==> src/rtl/regdst_pkg.sv <==
// regdst_pipe shared types and helpers.
// Address width, depth limit and the per-stage match function.
package regdst_pkg;

  localparam int REG_ADDR_W = 5;
  localparam int MAX_DEPTH  = 8;

  typedef logic [REG_ADDR_W-1:0] reg_addr_t;

  // Callers zero-extend to 32 bits, so any WIDTH up to 32 works.
  function automatic logic stage_match(
    input logic [31:0] addr,
    input logic        valid,
    input logic [31:0] src
  );
    return valid && (addr == src);
  endfunction

endpackage

==> src/rtl/regdst_if.sv <==
// regdst_pipe port bundle.
// The master modport drives select/control, the slave returns stage state.
interface regdst_if #(
  parameter int WIDTH  = 5,
  parameter int NUM_IN = 4,
  parameter int SEL_W  = 2,
  parameter int DEPTH  = 3
) ();

  logic [SEL_W-1:0]        sel;
  logic [NUM_IN*WIDTH-1:0] in_bus;
  logic                    in_valid;
  logic                    stall;
  logic                    flush;
  logic [WIDTH-1:0]        src_a;
  logic [WIDTH-1:0]        src_b;
  logic [DEPTH*WIDTH-1:0]  stage_addr;
  logic [DEPTH-1:0]        stage_valid;
  logic [WIDTH-1:0]        wb_addr;
  logic                    wb_valid;
  logic                    hazard_a;
  logic                    hazard_b;
  logic [2:0]              fwd_stage_a;
  logic [2:0]              fwd_stage_b;

  modport master (
    output sel, in_bus, in_valid, stall, flush, src_a, src_b,
    input  stage_addr, stage_valid, wb_addr, wb_valid,
    input  hazard_a, hazard_b, fwd_stage_a, fwd_stage_b
  );

  modport slave (
    input  sel, in_bus, in_valid, stall, flush, src_a, src_b,
    output stage_addr, stage_valid, wb_addr, wb_valid,
    output hazard_a, hazard_b, fwd_stage_a, fwd_stage_b
  );

endinterface

==> src/rtl/regdst_stage.sv <==
// One pipeline register holding a destination address and its valid.
// Priority: reset, then flush (drop valid, keep addr), then stall.
module regdst_stage #(
  parameter int WIDTH = 5
) (
  input  logic             clk,
  input  logic             reset,
  input  logic             stall,
  input  logic             flush,
  input  logic [WIDTH-1:0] d_addr,
  input  logic             d_valid,
  output logic [WIDTH-1:0] q_addr,
  output logic             q_valid
);

  // Address/valid register with reset > flush > stall > load.
  always_ff @(posedge clk) begin
    if (reset) begin
      q_addr  <= '0;
      q_valid <= 1'b0;
    end else if (flush) begin
      q_valid <= 1'b0;
    end else if (!stall) begin
      q_addr  <= d_addr;
      q_valid <= d_valid;
    end
  end

endmodule

==> src/rtl/regdst_pipe.sv <==
// Destination-register select plus DEPTH-stage shift and hazard match.
// Optional macro REGDST_ZERO_SUPPRESS_EN treats address 0 as $zero.
module regdst_pipe
  import regdst_pkg::*;
#(
  parameter int WIDTH  = REG_ADDR_W,
  parameter int NUM_IN = 4,
  parameter int SEL_W  = 2,
  parameter int DEPTH  = 3
) (
  input logic     clk,
  input logic     reset,
  regdst_if.slave bus
);

  logic [WIDTH-1:0] mux_out;
  logic             cap_valid;
  logic             src_a_ok;
  logic             src_b_ok;

  logic [WIDTH-1:0] s_addr  [DEPTH];
  logic             s_valid [DEPTH];
  logic [DEPTH-1:0] hit_a;
  logic [DEPTH-1:0] hit_b;

  // Lane select; out-of-range selects fall back to lane 0.
  always_comb begin
    mux_out = bus.in_bus[WIDTH-1:0];
    for (int i = 0; i < NUM_IN; i++) begin
      if (bus.sel == SEL_W'(i)) begin
        mux_out = bus.in_bus[i*WIDTH +: WIDTH];
      end
    end
  end

`ifdef REGDST_ZERO_SUPPRESS_EN
  assign cap_valid = bus.in_valid && (mux_out != '0);
  assign src_a_ok  = (bus.src_a != '0);
  assign src_b_ok  = (bus.src_b != '0);
`else
  assign cap_valid = bus.in_valid;
  assign src_a_ok  = 1'b1;
  assign src_b_ok  = 1'b1;
`endif

  for (genvar k = 0; k < DEPTH; k++) begin : g_stage
    logic [WIDTH-1:0] d_addr;
    logic             d_valid;

    if (k == 0) begin : g_head
      assign d_addr  = mux_out;
      assign d_valid = cap_valid;
    end else begin : g_tail
      assign d_addr  = s_addr[k-1];
      assign d_valid = s_valid[k-1];
    end

    regdst_stage #(
      .WIDTH (WIDTH)
    ) u_stage (
      .clk     (clk),
      .reset   (reset),
      .stall   (bus.stall),
      .flush   (bus.flush),
      .d_addr  (d_addr),
      .d_valid (d_valid),
      .q_addr  (s_addr[k]),
      .q_valid (s_valid[k])
    );

    assign bus.stage_addr[k*WIDTH +: WIDTH] = s_addr[k];
    assign bus.stage_valid[k] = s_valid[k];

    assign hit_a[k] = src_a_ok && stage_match(
      32'(s_addr[k]), s_valid[k], 32'(bus.src_a));
    assign hit_b[k] = src_b_ok && stage_match(
      32'(s_addr[k]), s_valid[k], 32'(bus.src_b));
  end

  assign bus.wb_addr  = s_addr[DEPTH-1];
  assign bus.wb_valid = s_valid[DEPTH-1];

  // Scan oldest to youngest so the youngest producer is kept.
  always_comb begin
    bus.hazard_a    = 1'b0;
    bus.hazard_b    = 1'b0;
    bus.fwd_stage_a = '0;
    bus.fwd_stage_b = '0;
    for (int k = DEPTH - 1; k >= 0; k--) begin
      if (hit_a[k]) begin
        bus.hazard_a    = 1'b1;
        bus.fwd_stage_a = 3'(k);
      end
      if (hit_b[k]) begin
        bus.hazard_b    = 1'b1;
        bus.fwd_stage_b = 3'(k);
      end
    end
  end

endmodule

==> src/flat_wrapper.sv <==
// flat-port wrapper written by rule: the top's interface ports become plain ports
module regdst_pipe_flat import regdst_pkg::*;
#(
  parameter int WIDTH  = REG_ADDR_W,
  parameter int NUM_IN = 4,
  parameter int SEL_W  = 2,
  parameter int DEPTH  = 3
)
  (clk, reset, bus_sel, bus_in_bus, bus_in_valid, bus_stall, bus_flush, bus_src_a, bus_src_b, bus_stage_addr, bus_stage_valid, bus_wb_addr, bus_wb_valid, bus_hazard_a, bus_hazard_b, bus_fwd_stage_a, bus_fwd_stage_b);
  regdst_if #(.WIDTH(WIDTH), .NUM_IN(NUM_IN), .SEL_W(SEL_W), .DEPTH(DEPTH)) bus_i ();
  input logic clk;
  input logic reset;
  input wire logic [$bits(bus_i.sel)-1:0] bus_sel;
  input wire logic [$bits(bus_i.in_bus)-1:0] bus_in_bus;
  input wire logic [$bits(bus_i.in_valid)-1:0] bus_in_valid;
  input wire logic [$bits(bus_i.stall)-1:0] bus_stall;
  input wire logic [$bits(bus_i.flush)-1:0] bus_flush;
  input wire logic [$bits(bus_i.src_a)-1:0] bus_src_a;
  input wire logic [$bits(bus_i.src_b)-1:0] bus_src_b;
  output wire logic [$bits(bus_i.stage_addr)-1:0] bus_stage_addr;
  output wire logic [$bits(bus_i.stage_valid)-1:0] bus_stage_valid;
  output wire logic [$bits(bus_i.wb_addr)-1:0] bus_wb_addr;
  output wire logic [$bits(bus_i.wb_valid)-1:0] bus_wb_valid;
  output wire logic [$bits(bus_i.hazard_a)-1:0] bus_hazard_a;
  output wire logic [$bits(bus_i.hazard_b)-1:0] bus_hazard_b;
  output wire logic [$bits(bus_i.fwd_stage_a)-1:0] bus_fwd_stage_a;
  output wire logic [$bits(bus_i.fwd_stage_b)-1:0] bus_fwd_stage_b;
  assign bus_i.sel = bus_sel;
  assign bus_i.in_bus = bus_in_bus;
  assign bus_i.in_valid = bus_in_valid;
  assign bus_i.stall = bus_stall;
  assign bus_i.flush = bus_flush;
  assign bus_i.src_a = bus_src_a;
  assign bus_i.src_b = bus_src_b;
  assign bus_stage_addr = bus_i.stage_addr;
  assign bus_stage_valid = bus_i.stage_valid;
  assign bus_wb_addr = bus_i.wb_addr;
  assign bus_wb_valid = bus_i.wb_valid;
  assign bus_hazard_a = bus_i.hazard_a;
  assign bus_hazard_b = bus_i.hazard_b;
  assign bus_fwd_stage_a = bus_i.fwd_stage_a;
  assign bus_fwd_stage_b = bus_i.fwd_stage_b;
  regdst_pipe #(.WIDTH(WIDTH), .NUM_IN(NUM_IN), .SEL_W(SEL_W), .DEPTH(DEPTH)) u_core (.clk(clk), .reset(reset), .bus(bus_i));
endmodule
==> config.mk <==
export PLATFORM = sky130hd
export DESIGN_NAME = regdst_pipe_flat
export DESIGN_NICKNAME = d
export VERILOG_FILES = /design/src/rtl/regdst_pkg.sv /design/src/rtl/regdst_if.sv /design/src/rtl/regdst_stage.sv /design/src/rtl/regdst_pipe.sv /design/src/flat_wrapper.sv
export SDC_FILE = /design/constraint.sdc
export NUM_CORES = 1
export LEC_CHECK = 0
export BUFFER_PORTS_ARGS = -buffer_cell sky130_fd_sc_hd__buf_2
export CAP_MARGIN = 10
export CORE_ASPECT_RATIO = 0.7
export CORE_UTILIZATION = 47
export DETAILED_ROUTE_END_ITERATION = 12
export PLACE_DENSITY = 0.86
export SYNTH_ARGS = -nofsm -noshare
export SYNTH_HDL_FRONTEND = slang
export SYNTH_SLANG_ARGS = --single-unit
export TNS_END_PERCENT = 30
==> constraint.sdc <==
create_clock -name clk -period 3.3 [get_ports clk]
set_clock_uncertainty 0.2 [all_clocks]
set_input_delay 0.66 -clock clk [delete_from_list [all_inputs] [get_ports clk]]
set_output_delay 0.66 -clock clk [all_outputs]
set_load 0.05 [all_outputs]
==> summary.txt <==
status: completed
Yosys reg bits: 18
Ant. Diodes: 0
drc violations: 0
mux share of post-synthesis cell area: 0.1269
post-synthesis compound-gate area fraction: 0.06042
Pleak: 0.7996 nW
CP arrival: 1.94 ns
largest net degree at the start of global routing: 19
CTS buffer count: 3
area occupied by multi-input gates: 763.2 um2
ys async rst share: 0
Placeable Area: 0.002477 mm2
Unique masters post-synth: 24
Overall Power: 0.5255 mW
Tcrit/Tclk final: 0.8473
Pint: 0.3741 mW
Synth top cells by count: nand2_1, xor2_1, dfxtp_1
die area: 0.002856 mm2
Final ANT Viol Nets: 0
area share of and/or/nand/nor cells after synthesis: 0.2095
Net Sw Frac: 0.2882
CP cell instances: buf_2 -> xor2_1 -> nor4_1 -> nand3_1 -> nor3b_2 -> buf_2
post-synthesis adder-cell area fraction: 0
drt pass-1 iters: 6
Rel. slew slack: 0.6115
Avg Inst Size Synth: 8.750 um2
first-pass GRT wire length: 4.588 mm
initial core utilization: 0.5015
crit end category: primary output
CP dominant cell by count: buf_2
fmax: 357.6 MHz
Post-Place Worst Slack: 0.5147 ns
max_cap viols: 0
area leader, netlist: dfxtp_1
Layout Cell Area excl Fill: 0.001551 mm2
placed inst area: 0.001496 mm2
I/O Buffers: 66
Setup CP Type: in -> out
Storage cell area: 360.3 um2
root buffer cell: clkbuf_8
Synth Cell Area: 0.001242 mm2
fin. max-slew vios: 0
P_sw: 0.1515 mW
clk sinks: 18
Crit-path slowest cell: nor4_1
worst hold margin: 0.3188 ns
critical path peak fanout: 3
placed wire-length estimate: 2.234 mm
Syn Inst Count: 142
WP data required: 2.44 ns
Global Route Usage Sum: 0.2167
Final min period: 2.796 ns
share of the synthesized area in the top cell type: 0.2900
RSZ-0062 raised after global routing: false
Max VDD drop: 188.4 uV
via count: 1167
Die H: 45.02 um
measured slew at the worst slew-check pin: 0.5821 ns
number of placed I/O pins: 69
register area share after synthesis: 0.2900
Synth area leaders: dfxtp_1, xor2_1, nand2_1
sequential share of power: 0.441
P per Cell Area: 338.7 mW/mm2
Worst setup SP type: primary input
WL final: 2.855 mm
xor/xnor share of the synthesized area: 0.2115
Post-synth EDFFs: 0
die width: 63.45 um
main combinational cell family by area after synthesis: XOR/XNOR gates
Primary FF master, synth: dfxtp_1
Cell Rows: 15
number of hold buffers added after cts: 0
Fin Setup TNS: 0 ns
vias per cell: 5.074
nets@finish: 234
Worst-path clk slew: 0.07 ns
Comb pwr share: 0.211
Area growth, synth to finish: 24.87%
Yosys warnings: 0
Hold Vio Cnt, Final: 0
layout cell share with drive strength beyond 1: 0.3878
CTS H-tree lvls: 1
post-CTS setup buffers: 0
DR WL/cell: 12.41 um
GPL Wtd Cong: 0.8789
total global routing overflow: 0
Resized Gates After CTS: 0
DP Cell Count: 226
initial antenna violation count: 0
Clock Latency Late Sink: 0.26 ns
fin worst setup slack: 0.5038 ns
First DRT Iteration DRCs: 57
vias in the first global route: 1085
count leader, synth: nand2_1
clock buffer depth: 2
clock network power share: 0.349
worst hold-check path type: reg -> reg
CTS tree: done
CP max stage delay: 0.39 ns
final setup fails: 0
end-of-flow core utilization: 0.6263
Non-Filler Instances: 230
layout filler cell count: 231
## power by group through the flow
stage	clock [mW]	sequential [mW]	combinational (mW)
after global placement	0	0.236	0.109
after global routing	0.200	0.232	0.120
after CTS	0.187	0.231	0.112
final	0.183	0.232	0.111
after detailed placement	0	0.236	0.111
after floorplan	0	0.251	0.0611
## sequential cells by signal (all words and copies together) (netlist names)
| signal | count |
|---|---|
| u_core.g_stage.u_stage.q_addr | 15 |
| u_core.g_stage.u_stage.q_valid | 3 |
## logic make-up (layout without fill, tap and decap cells)
kind of cell	after synthesis	in the layout
DFF	18	18
and+or+nand+nor	53	53
xor gates and xnor gates	30	30
buffers and inverters	17	70
muxes	8	8
other	1	2
AOI/OAI and AO/OA	15	15
## path summary, 6_finish.rpt
path | start | to | slack (ns) | cells after the start
setup / recovery | bus_src_b[4] | bus_fwd_stage_b[1] | 0.50 | 6
hold / removal | u_core.g_stage[2].u_stage.q_addr[1] | u_core.g_stage[2].u_stage.q_addr[1] | 0.32 | 2
setup reg to reg | u_core.g_stage[0].u_stage.q_addr[2] | u_core.g_stage[0].u_stage.q_addr[2] | 2.32 | 2
hold reg to reg | u_core.g_stage[2].u_stage.q_addr[1] | u_core.g_stage[2].u_stage.q_addr[1] | 0.32 | 2
## area by class of cell
| type | count | share of cell area |
|---|---|---|
| timing repair buffer | 66 | 0.2129 |
| clock buffer | 4 | 0.03548 |
| multi-input combinational | 108 | 0.4919 |
| tap | 34 | 0.02742 |
| sequential | 18 | 0.2323 |
## critical path: cells and delay by family
kind | cells | cell delay (ns)
buffers and inverters | 2 | 0.40
and+or+nand+nor | 3 | 0.73
xor gates and xnor gates | 1 | 0.14
## per-layer routing
| layer | share of wire | GRT usage | wire, um | vias up |
|---|---|---|---|---|
| li1 | - | - | - | 578 |
| met1 | 0.43 | 0.2516 | 1225 | 532 |
| met2 | 0.48 | 0.3872 | 1370 | 51 |
| met3 | 0.073 | 0.06313 | 209 | 6 |
| met4 | 0.017 | 0.08182 | 49 | 0 |
| met5 | 0 | 0 | 0 | - |
## placed cells by master, fill, tap and decap left out
cell | Yosys | final
buf_2 | 1 | 66
nand2_1 | 30 | 30
nor3_1 | 3 | 3
a21oi_1 | 15 | 15
nand3b_1 | 2 | 2
clkbuf_8 | 0 | 4
nor3b_2 | 2 | 2
nand3_1 | 4 | 4
xor2_1 | 24 | 24
and3_2 | 2 | 2
mux4_1 | 4 | 4
xnor2_1 | 6 | 6
nor4_1 | 6 | 6
mux4_2 | 1 | 1
nor2_2 | 1 | 1
conb_1 | 1 | 2
nor2_1 | 2 | 2
or2_1 | 1 | 1
dfxtp_1 | 18 | 18
mux2i_1 | 3 | 3
No activity file was read; power rests on OpenSTA's default activity.
